`config.mk`:
```
export PLATFORM = sky130hd
export DESIGN_NAME = deque_op_issuer_flat
export DESIGN_NICKNAME = d
export VERILOG_FILES = /design/src/rtl/deque_pkg.sv /design/src/rtl/deque_op_issuer_if.sv /design/src/rtl/sat_counter.sv /design/src/rtl/deque_op_issuer.sv /design/src/flat_wrapper.sv
export SDC_FILE = /design/constraint.sdc
export NUM_CORES = 1
export LEC_CHECK = 0
export CAP_MARGIN = 20
export CORE_MARGIN = 2
export CORE_UTILIZATION = 40
export CTS_CLUSTER_SIZE = 8
export DETAILED_ROUTE_END_ITERATION = 12
export GPL_TIMING_DRIVEN = 0
export PLACE_DENSITY_LB_ADDON = 0.1
export SYNTH_ARGS = -nofsm -noshare
export SYNTH_HDL_FRONTEND = slang
export SYNTH_SLANG_ARGS = --single-unit
```
`constraint.sdc`:
```
create_clock -name clk -period 4.7 [get_ports clk]
set_clock_uncertainty 0.1 [all_clocks]
set_input_delay 1.41 -clock clk [delete_from_list [all_inputs] [get_ports clk]]
set_output_delay 1.41 -clock clk [all_outputs]
set_load 0.01 [all_outputs]
```
`src/rtl/deque_pkg.sv`:
```
// Shared types for the deque requester: opcode encoding, issuer FSM states
// and the default channel width.
`ifndef TOP_CHANWIDTH
`define TOP_CHANWIDTH 8
`endif

package deque_pkg;

  localparam int CHAN_WIDTH = `TOP_CHANWIDTH;

  typedef enum logic [1:0] {
    ENQ_BACK  = 2'd0,
    ENQ_FRONT = 2'd1,
    DEQ_FRONT = 2'd2,
    DEQ_BACK  = 2'd3
  } op_t;

  typedef enum logic [1:0] {
    ST_IDLE  = 2'd0,
    ST_ISSUE = 2'd1,
    ST_RESP  = 2'd2
  } state_t;

  // Dequeue opcodes are the upper half of the encoding.
  function automatic logic is_deq(op_t op);
    return op[1];
  endfunction

endpackage

```
`src/rtl/deque_op_issuer_if.sv`:
```
// Bundle of the command/response handshakes and the four deque req/cpl
// channels; master is the issuer's view, slave is the environment's view.
interface deque_op_issuer_if #(
  parameter int p_bitwidth = deque_pkg::CHAN_WIDTH,
  parameter int p_latwidth = 8
);
  import deque_pkg::*;

  // cmd and resp transfer on a cycle where val and rdy are both 1; val never
  // waits on rdy, and payload is held stable while val=1 and rdy=0.
  // A channel req stays 1 until the cycle its matching cpl is seen.
  logic                  cmd_val;
  logic                  cmd_rdy;
  op_t                   cmd_op;
  logic [p_bitwidth-1:0] cmd_data;

  logic                  resp_val;
  logic                  resp_rdy;
  op_t                   resp_op;
  logic [p_bitwidth-1:0] resp_data;
  logic [p_latwidth-1:0] resp_lat;
  logic                  timeout;

  logic                  enq_back_req;
  logic                  enq_front_req;
  logic                  deq_front_req;
  logic                  deq_back_req;
  logic                  enq_back_cpl;
  logic                  enq_front_cpl;
  logic                  deq_front_cpl;
  logic                  deq_back_cpl;
  logic [p_bitwidth-1:0] enq_back_data;
  logic [p_bitwidth-1:0] enq_front_data;
  logic [p_bitwidth-1:0] deq_front_data;
  logic [p_bitwidth-1:0] deq_back_data;

  modport master (
    input  cmd_val, cmd_op, cmd_data, resp_rdy,
    input  enq_back_cpl, enq_front_cpl, deq_front_cpl, deq_back_cpl,
    input  deq_front_data, deq_back_data,
    output cmd_rdy, resp_val, resp_op, resp_data, resp_lat, timeout,
    output enq_back_req, enq_front_req, deq_front_req, deq_back_req,
    output enq_back_data, enq_front_data
  );

  modport slave (
    output cmd_val, cmd_op, cmd_data, resp_rdy,
    output enq_back_cpl, enq_front_cpl, deq_front_cpl, deq_back_cpl,
    output deq_front_data, deq_back_data,
    input  cmd_rdy, resp_val, resp_op, resp_data, resp_lat, timeout,
    input  enq_back_req, enq_front_req, deq_front_req, deq_back_req,
    input  enq_back_data, enq_front_data
  );

endinterface

```
`src/rtl/sat_counter.sv`:
```
// Up-counter that clears on clr, increments on inc and holds at all-ones.
module sat_counter #(
  parameter int p_width = 8
) (
  input  logic               clk,
  input  logic               rst,
  input  logic               clr,
  input  logic               inc,
  output logic [p_width-1:0] count
);

  localparam logic [p_width-1:0] ONE = {{(p_width-1){1'b0}}, 1'b1};

  logic [p_width-1:0] count_q;
  logic [p_width-1:0] count_d;

  always_comb begin
    count_d = count_q;
    if (clr) begin
      count_d = '0;
    end else if (inc && (count_q != '1)) begin
      count_d = count_q + ONE;
    end
  end

  always_ff @(posedge clk or negedge rst) begin
    if (!rst) begin
      count_q <= '0;
    end else begin
      count_q <= count_d;
    end
  end

  assign count = count_q;

endmodule

```
`src/rtl/deque_op_issuer.sv`:
```
// Issues one deque operation at a time: latches a command, holds the selected
// channel req until its cpl, then presents the result with its wait latency.
module deque_op_issuer
  import deque_pkg::*;
#(
  parameter int p_bitwidth = deque_pkg::CHAN_WIDTH,
  parameter int p_latwidth = 8,
  parameter int p_timeout  = 200
) (
  input  logic                clk,
  input  logic                rst,
  deque_op_issuer_if.master   io,
  output state_t              dbg_state_o
);

  localparam logic [p_latwidth-1:0] LAT_ONE     = {{(p_latwidth-1){1'b0}}, 1'b1};
  localparam logic [p_latwidth-1:0] LAT_MAX     = '1;
  localparam logic [p_latwidth-1:0] TIMEOUT_LAT = p_latwidth'(p_timeout);

  state_t                state_q;
  op_t                   op_q;
  logic [p_bitwidth-1:0] data_q;
  op_t                   resp_op_q;
  logic [p_bitwidth-1:0] resp_data_q;
  logic [p_latwidth-1:0] resp_lat_q;
  logic                  timeout_q;

  logic                  cnt_clr;
  logic                  cnt_inc;
  logic [p_latwidth-1:0] lat_count;
  logic [p_latwidth-1:0] lat_now;
  logic                  sel_cpl;
  logic [p_bitwidth-1:0] sel_deq_data;

  assign cnt_clr = (state_q == ST_IDLE) && io.cmd_val;
  assign cnt_inc = (state_q == ST_ISSUE);

  sat_counter #(.p_width(p_latwidth)) u_lat_cnt (
    .clk   (clk),
    .rst   (rst),
    .clr   (cnt_clr),
    .inc   (cnt_inc),
    .count (lat_count)
  );

  // The counter holds completed ISSUE cycles; the current cycle counts too.
  assign lat_now = (lat_count == LAT_MAX) ? LAT_MAX : (lat_count + LAT_ONE);

  always_comb begin
    sel_cpl      = 1'b0;
    sel_deq_data = '0;
    case (op_q)
      ENQ_BACK:  sel_cpl = io.enq_back_cpl;
      ENQ_FRONT: sel_cpl = io.enq_front_cpl;
      DEQ_FRONT: begin
        sel_cpl      = io.deq_front_cpl;
        sel_deq_data = io.deq_front_data;
      end
      DEQ_BACK: begin
        sel_cpl      = io.deq_back_cpl;
        sel_deq_data = io.deq_back_data;
      end
      default: sel_cpl = 1'b0;
    endcase
  end

  always_ff @(posedge clk or negedge rst) begin
    if (!rst) begin
      state_q     <= ST_IDLE;
      op_q        <= ENQ_BACK;
      data_q      <= '0;
      resp_op_q   <= ENQ_BACK;
      resp_data_q <= '0;
      resp_lat_q  <= '0;
      timeout_q   <= 1'b0;
    end else begin
      case (state_q)
        ST_IDLE: begin
          if (io.cmd_val) begin
            op_q    <= io.cmd_op;
            data_q  <= io.cmd_data;
            state_q <= ST_ISSUE;
          end
        end
        ST_ISSUE: begin
          if (lat_now >= TIMEOUT_LAT) begin
            timeout_q <= 1'b1;
          end
          if (sel_cpl) begin
            resp_op_q   <= op_q;
            resp_data_q <= is_deq(op_q) ? sel_deq_data : '0;
            resp_lat_q  <= lat_now;
            state_q     <= ST_RESP;
          end
        end
        ST_RESP: begin
          if (io.resp_rdy) begin
            state_q <= ST_IDLE;
          end
        end
        default: state_q <= ST_IDLE;
      endcase
    end
  end

  // Reqs decode from state only so an async reset drops them at once.
  assign io.enq_back_req   = (state_q == ST_ISSUE) && (op_q == ENQ_BACK);
  assign io.enq_front_req  = (state_q == ST_ISSUE) && (op_q == ENQ_FRONT);
  assign io.deq_front_req  = (state_q == ST_ISSUE) && (op_q == DEQ_FRONT);
  assign io.deq_back_req   = (state_q == ST_ISSUE) && (op_q == DEQ_BACK);
  assign io.enq_back_data  = data_q;
  assign io.enq_front_data = data_q;

  assign io.cmd_rdy   = (state_q == ST_IDLE);
  assign io.resp_val  = (state_q == ST_RESP);
  assign io.resp_op   = resp_op_q;
  assign io.resp_data = resp_data_q;
  assign io.resp_lat  = resp_lat_q;
  assign io.timeout   = timeout_q;

  assign dbg_state_o = state_q;

endmodule

```
`src/flat_wrapper.sv`:
```
// flat-port wrapper written by rule: the top's interface ports become plain ports
module deque_op_issuer_flat import deque_pkg::*;
#(
  parameter int p_bitwidth = deque_pkg::CHAN_WIDTH,
  parameter int p_latwidth = 8,
  parameter int p_timeout  = 200
)
  (clk, rst, dbg_state_o, io_cmd_val, io_cmd_op, io_cmd_data, io_resp_rdy, io_enq_back_cpl, io_enq_front_cpl, io_deq_front_cpl, io_deq_back_cpl, io_deq_front_data, io_deq_back_data, io_cmd_rdy, io_resp_val, io_resp_op, io_resp_data, io_resp_lat, io_timeout, io_enq_back_req, io_enq_front_req, io_deq_front_req, io_deq_back_req, io_enq_back_data, io_enq_front_data);
  deque_op_issuer_if #(.p_bitwidth(p_bitwidth), .p_latwidth(p_latwidth)) io_i ();
  input  logic clk;
  input  logic rst;
  output state_t dbg_state_o;
  input wire logic [$bits(io_i.cmd_val)-1:0] io_cmd_val;
  input wire logic [$bits(io_i.cmd_op)-1:0] io_cmd_op;
  input wire logic [$bits(io_i.cmd_data)-1:0] io_cmd_data;
  input wire logic [$bits(io_i.resp_rdy)-1:0] io_resp_rdy;
  input wire logic [$bits(io_i.enq_back_cpl)-1:0] io_enq_back_cpl;
  input wire logic [$bits(io_i.enq_front_cpl)-1:0] io_enq_front_cpl;
  input wire logic [$bits(io_i.deq_front_cpl)-1:0] io_deq_front_cpl;
  input wire logic [$bits(io_i.deq_back_cpl)-1:0] io_deq_back_cpl;
  input wire logic [$bits(io_i.deq_front_data)-1:0] io_deq_front_data;
  input wire logic [$bits(io_i.deq_back_data)-1:0] io_deq_back_data;
  output wire logic [$bits(io_i.cmd_rdy)-1:0] io_cmd_rdy;
  output wire logic [$bits(io_i.resp_val)-1:0] io_resp_val;
  output wire logic [$bits(io_i.resp_op)-1:0] io_resp_op;
  output wire logic [$bits(io_i.resp_data)-1:0] io_resp_data;
  output wire logic [$bits(io_i.resp_lat)-1:0] io_resp_lat;
  output wire logic [$bits(io_i.timeout)-1:0] io_timeout;
  output wire logic [$bits(io_i.enq_back_req)-1:0] io_enq_back_req;
  output wire logic [$bits(io_i.enq_front_req)-1:0] io_enq_front_req;
  output wire logic [$bits(io_i.deq_front_req)-1:0] io_deq_front_req;
  output wire logic [$bits(io_i.deq_back_req)-1:0] io_deq_back_req;
  output wire logic [$bits(io_i.enq_back_data)-1:0] io_enq_back_data;
  output wire logic [$bits(io_i.enq_front_data)-1:0] io_enq_front_data;
  assign io_i.cmd_val = io_cmd_val;
  assign io_i.cmd_op = io_cmd_op;
  assign io_i.cmd_data = io_cmd_data;
  assign io_i.resp_rdy = io_resp_rdy;
  assign io_i.enq_back_cpl = io_enq_back_cpl;
  assign io_i.enq_front_cpl = io_enq_front_cpl;
  assign io_i.deq_front_cpl = io_deq_front_cpl;
  assign io_i.deq_back_cpl = io_deq_back_cpl;
  assign io_i.deq_front_data = io_deq_front_data;
  assign io_i.deq_back_data = io_deq_back_data;
  assign io_cmd_rdy = io_i.cmd_rdy;
  assign io_resp_val = io_i.resp_val;
  assign io_resp_op = io_i.resp_op;
  assign io_resp_data = io_i.resp_data;
  assign io_resp_lat = io_i.resp_lat;
  assign io_timeout = io_i.timeout;
  assign io_enq_back_req = io_i.enq_back_req;
  assign io_enq_front_req = io_i.enq_front_req;
  assign io_deq_front_req = io_i.deq_front_req;
  assign io_deq_back_req = io_i.deq_back_req;
  assign io_enq_back_data = io_i.enq_back_data;
  assign io_enq_front_data = io_i.enq_front_data;
  deque_op_issuer #(.p_bitwidth(p_bitwidth), .p_latwidth(p_latwidth), .p_timeout(p_timeout)) u_core (.clk(clk), .rst(rst), .io(io_i), .dbg_state_o(dbg_state_o));
endmodule
```
==> qor.txt, run 1 <==
status - finished clean
Diodes inserted - 0
Die ar. - 5650 um2
Async SR Flop Fraction - 100%
Buf/Inv on CP - 2
Worst setup SP type - register
Final setup viols - 0
post-CTS setup buffer count - 0
DRT Wirelength - 5140 um
vias in the first global route - 1,652
Avg Cell Area, Syn - 9.29 um2
clock-pin transition on the worst setup and hold timing paths - 70 ps
die width - 75.1 um
area delta synth->final - 47.3%
placed cell area - 2860 um2
# DRC - 0
CP max stage cell - clkdlybuf4s50_1
initial antenna violation count - 0
Root Driver - clkbuf_8
RSZ-0062 raised after global routing - false
layout cells sized above 1 - 14.2%
Critical Path AT - 2020 ps
wl on met1 - 2300 um
crit path to - io_deq_back_req
grt ovf - 0
H-Tree Depth - 2
Synth area leader - dfrtp_1
1st-pass router iterations - 4
CTS tree - yes
cells taking the most area after synthesis - dfrtp_1 48%, nand2_1 11%, mux2_2 5.6%
crit-path cells - and2b_1 > buf_2 > and3_1 > clkdlybuf4s50_1
Most used DFF post-synth - dfrtp_1
Synth Register Bits - 39
slew margin rel. - 42.6%
critical path launch point - u_core.dbg_state_o[1]
worst vdd ir - 0.325 mV
Worst Setup Path Type - reg -> out
I/O pins - 77
warnings from Yosys - 0
Final #Nets - 336
RR Startpoint - u_core.u_lat_cnt.count[0]
Reg2Reg Depth - 6
highest routed layer - met4
Initial DRC Count - 64
Critical Path Max Stage Delay - 550 ps
Finished Core Util - 61.9%
crit-path max FO - 10
Final Hold Vio Count - 0
Final Critical Period - 3530 ps
Core Region - 4820 um2
met2 WL - 2370 um
largest net degree at the start of global routing - 40
vias per cell - 4.86
# hold bufs at CTS - 0
CP Data Required Time - 3190 ps
Met3 Wirelength - 439 um
number of CTS-inserted buffers - 5
slew at the pin closest to its max-slew limit - 861 ps
hpwl dp - 3750 um
Post-synth EDFFs - 0
worst r2r dst - u_core.u_lat_cnt.count[5]
final worst hold slack - 356 ps
setup TNS - 0 ps
first-pass GRT wire length - 8020 um
routed wirelength normalized by instance count - 13.9 um
Cells after Synth - 218
Starting Density - 42.0%
remaining antenna violation count - 0
clock sinks - 39
Max Clk Rate - 0.284 GHz
total power divided by cell area - 589 nW/um2
most common cell after layout, fill and taps aside - clkdlybuf4s50_1
leakage power - 1.34 nW
CTS resizes - 0
period utilization - 75.0%
clk_lat worst skew - 290 ps
total track usage - 19.4%
Cell Rows - 25
via count - 1,792
Placer Congestion - 0.847
HP Class - reg -> reg
Finished Cell Area - 2980 um2
crit path capture type - output pin
PortBufs - 76
Die H - 75.1 um
sequential share of the synthesized area - 48.2%
Worst path depth - 4
Syn Nets - 253
Yosys cell types - 41
Synth Cell Area - 2020 um2
most frequent cells in the layout - 75 x clkdlybuf4s50_1, 60 x nand2_1, 39 x dfrtp_1
delay-heaviest family, CP - buffers and inverters
Synth top area share - 48.2%
Slew Viols, Final - 0
hold path cells - 1
flop-to-flop setup slack - 2760 ps
Max-cap violations - 0
Max Root-Sink Buffers - 2
synth_stat cells (3+ instances only):
library cell and instances:
nand2_1 60, dfrtp_1 39, o21ai_0 19, buf_4 10, mux2_2 10, nor2_1 8
nand3_1 7, buf_2 6, a21oi_1 5, a21o_1 3, and3_1 3, clkbuf_1 3
nand2b_1 3, nor3_1 3, nor3b_1 3, xnor2_1 3
worst min-delay path by stage:
stage,start,endpoint,slack (ps)
finish,u_core.io.timeout,u_core.io.timeout,360
CTS,u_core.io.timeout,u_core.io.timeout,360
global placement,u_core.io.timeout,u_core.io.timeout,340
detailed placement,u_core.io.timeout,u_core.io.timeout,350
global route,u_core.io.timeout,u_core.io.timeout,390
floorplan,u_core.io.timeout,u_core.io.timeout,390
metal layers:
metal,global-route usage (%),up-vias
li1,-,895
met1,26.4,829
met2,29.2,66
met3,7.10,2
met4,5.85,0
met5,0,-
worst reg2reg max path, cell delays in order, from the launching register on:
cell and delay (ps):
dfrtp_1 420, ha_1 160, buf_2 170, nand3_2 190, o31ai_2 520, or3_1 180, a21oi_1 60
report_power, final:
part	total, mW	switching (mW)	internal, mW	leakage [nW]
clock network	0.290	0.118	0.172	0.0612
logic	0.919	0.424	0.494	0.770
registers	0.548	0.0842	0.464	0.506
stage by stage:
stage | worst slack (ps) | cells | power [mW]
global route | 1000 | 369 | 1.89
global placement | 1110 | 361 | 1.46
detailed placement | 1510 | 361 | 1.48
CTS | 1170 | 369 | 1.78
finish | 1170 | 369 | 1.76
floorplan | 2070 | 218 | 1.02
cells by family after synthesis:
logic type | share of synthesized area [%]
simple gates | 22.8
flops | 48.2
compound gates | 11.7
buf+inv | 7.29
mux | 7.17
xor+xnor | 2.16
fa+ha+maj | 0.618
layout make-up:
type	instances	area, um2
buffer	22	144
inverter	1	3.75
clock inverter	2	35.0
sequential	39	976
multi-input combinational	156	901
fill	432	1840
clock buffer	6	82.6
tap	67	83.8
timing repair buffer	76	756
registers in the layout, indices dropped and copies added (netlist names):
name                     cells
u_core.io.resp_op            2
u_core.io.resp_data          8
u_core.io.enq_back_data      8
u_core.io.timeout            1
u_core.io.resp_lat           8
u_core.op_q                  2
u_core.u_lat_cnt.count       8
u_core.dbg_state_o           2
(Power assumes the default switching activity.)
==> inputs of run 2 (changes only) <==
==> constraint.sdc (replaced) <==
create_clock -name clk -period 3 [get_ports clk]
set_clock_uncertainty 0.1 [all_clocks]
set_input_delay 0.9 -clock clk [delete_from_list [all_inputs] [get_ports clk]]
set_output_delay 0.9 -clock clk [all_outputs]
set_load 0.01 [all_outputs]
==> run 2 against run 1 <==
Compared with the run above: sequential cell count stayed put; worst setup slack got worse by 990 ps; via count barely moved; routed wire length down 0.21%; first-iteration DRC count shrank 14%; cell count is 0.27% lower; die area did not move; sequential share of layout area fell by 0.055 points; critical path depth did not move; combinational power increased by 55%; count of clock-buffer cells in the layout stayed put; critical endpoint is now io_enq_back_req; largest power group unchanged; highest routed layer unchanged.
==> qor.txt, run 2 (synthesized netlist as in run 1, its figures left out) <==
critical path launch point - u_core.op_q[0]
Critical Path Max Stage Delay - 590 ps (+40 ps)
final worst hold slack - 356 ps (+0.0440 ps)
area of the multi-input gates - 902 um2 (+0.14%)
Worst setup SP type - register
Most Crowded Layer GR - met2
clk_lat worst skew - 290 ps (about the same)
leakage power - 1.37 nW (+2.6%)
Max Root-Sink Buffers - 2 (unchanged)
most common cell after layout, fill and taps aside - clkdlybuf4s50_1
Final Hold Vio Count - 0 (unchanged)
H-Tree Depth - 2 (unchanged)
number of CTS-inserted buffers - 5 (unchanged)
I/O pins - 77 (unchanged)
DRT Wirelength - 5120 um (-0.21%)
Die H - 75.1 um (unchanged)
worst vdd ir - 0.522 mV (+60%)
period utilization - 93.8%
hpwl dp - 3750 um (unchanged)
Final Critical Period - 2810 ps
routed wirelength normalized by instance count - 13.9 um (about the same)
CP max stage cell - clkdlybuf4s50_1
status - finished clean
total track usage - 19.4% (unchanged)
total power divided by cell area - 921 nW/um2 (+56%)
die width - 75.1 um (unchanged)
RR Startpoint - u_core.u_lat_cnt.count[0]
Final #Nets - 335 (-0.30%)
Reg2Reg Depth - 6 (unchanged)
global routing usage on met3 - 7.10% (unchanged)
RSZ-0062 raised after global routing - false
Slew Viols, Final - 0 (unchanged)
PortBufs - 76 (unchanged)
worst r2r dst - u_core.u_lat_cnt.count[5]
Core Region - 4820 um2 (unchanged)
CP Data Required Time - 2000 ps (-1190 ps)
flop-to-flop setup slack - 1040 ps (-1720 ps)
first-pass GRT wire length - 8010 um (-0.17%)
CTS tree - yes
Storage cell area - 976 um2 (unchanged)
HP Class - reg -> reg
Finished Core Util - 62.0% (+0.10 points)
slew margin rel. - 42.5% (-0.096 points)
Diodes inserted - 0 (unchanged)
Initial DRC Count - 55 (-14%)
layout cells sized above 1 - 14.6% (+0.38 points)
largest net degree at the start of global routing - 40 (unchanged)
crit-path cells - buf_6 > buf_2 > nor3_1 > clkdlybuf4s50_1
Max-cap violations - 0 (unchanged)
# hold bufs at CTS - 0 (unchanged)
Worst Setup Path Type - reg -> out
remaining antenna violation count - 0 (unchanged)
Root Driver - clkbuf_8
grt ovf - 0 (unchanged)
initial antenna violation count - 0 (unchanged)
Total Power - 2.75 mW (+57%)
Critical Path AT - 1810 ps (-210 ps)
vias per cell - 4.87 (+0.33%)
Final setup viols - 0 (unchanged)
met2 GRT Util - 29.2% (unchanged)
clock sinks - 39 (unchanged)
area delta synth->final - 47.5%
Die ar. - 5650 um2 (unchanged)
Starting Density - 42.0% (unchanged)
crit path capture type - output pin
M1 GR Usage - 26.4% (unchanged)
fillers - 430 (-0.46%)
post-CTS setup buffer count - 0 (unchanged)
Placer Congestion - 0.847 (unchanged)
# DRC - 0 (unchanged)
1st-pass router iterations - 4 (unchanged)
crit path to - io_enq_back_req
vias in the first global route - 1,651 (-0.061%)
Max Clk Rate - 0.355 GHz
crit-path max FO - 10 (unchanged)
Cell Rows - 25 (unchanged)
clock-pin transition on the worst setup and hold timing paths - 80 ps (about the same)
slew at the pin closest to its max-slew limit - 862 ps (+1.44 ps)
most frequent cells in the layout - 73 x clkdlybuf4s50_1, 60 x nand2_1, 39 x dfrtp_1
via count - 1,793 (+0.056%)
[run 2: cell types whose count changed in the layout (fill, tap and decap cells not counted), sizes merged]
| cell | previous run | this run |
|---|---|---|
| clkbuf | 10 | 9 |
| clkdlybuf4s50 | 75 | 73 |
| dlymetal6s2s | 0 | 2 |
[run 2: metrics by stage]
stage	TNS, ps	cell area, um2	setup WS, ps	std cells
after global routing	0	2990	33.0	368
after CTS	0	2980	45.3	368
final	0	2990	186	368
after floorplan	0	2020	877	218
after detailed placement	0	2860	323	361
after global placement	-3170	2870	-83.5	361
[run 2: what timing repair did]
item / CTS / global route
gates cloned: 0 / 0
pin swaps: 0 / 0
hold endpoints to repair: 0 / 0
setup endpoints to repair: 3 / 2
gates resized for setup: 1 / 3
[run 2: worst min path at each step]
| stage | startpoint | end | slack, ps | cells past startpoint |
|---|---|---|---|---|
| floorplan | u_core.io.timeout | u_core.io.timeout | 390 | 1 |
| CTS | u_core.io.timeout | u_core.io.timeout | 360 | 1 |
| finish | u_core.io.timeout | u_core.io.timeout | 360 | 1 |
| detailed placement | u_core.io.timeout | u_core.io.timeout | 350 | 1 |
| global route | u_core.io.timeout | u_core.io.timeout | 390 | 1 |
| global placement | u_core.io.timeout | u_core.io.timeout | 340 | 1 |
[run 2: report_power, final]
part | switching (mW) | internal, mW | total (mW)
clock | 0.186 | 0.269 | 0.455
sequential | 0.149 | 0.726 | 0.875
combinational | 0.644 | 0.776 | 1.42
total | 0.979 | 1.77 | 2.75
[run 2: critical path: cells and delay by family, from the launching register on]
| kind | cells | cell delay [ps] |
|---|---|---|
| AND/OR/NAND/NOR | 1 | 240 |
| flip-flops | 1 | 380 |
| buffers and inverters | 3 | 910 |
[run 2: layout make-up]
| class | instances | share of cell area, % |
|---|---|---|
| inverter | 1 | 0.126 |
| multi-input combinational | 156 | 30.2 |
| tap | 67 | 2.81 |
| sequential | 39 | 32.7 |
| buffer | 21 | 4.78 |
| clock buffer | 6 | 2.76 |
| timing repair buffer | 76 | 25.5 |
| clock inverter | 2 | 1.17 |
[run 2: per-layer routing]
layer  part of all wire [%]  vias up
li1                       -      893
met1                     44      829
met2                     46       64
met3                    8.6        7
met4                    1.4        0
met5                      0        -
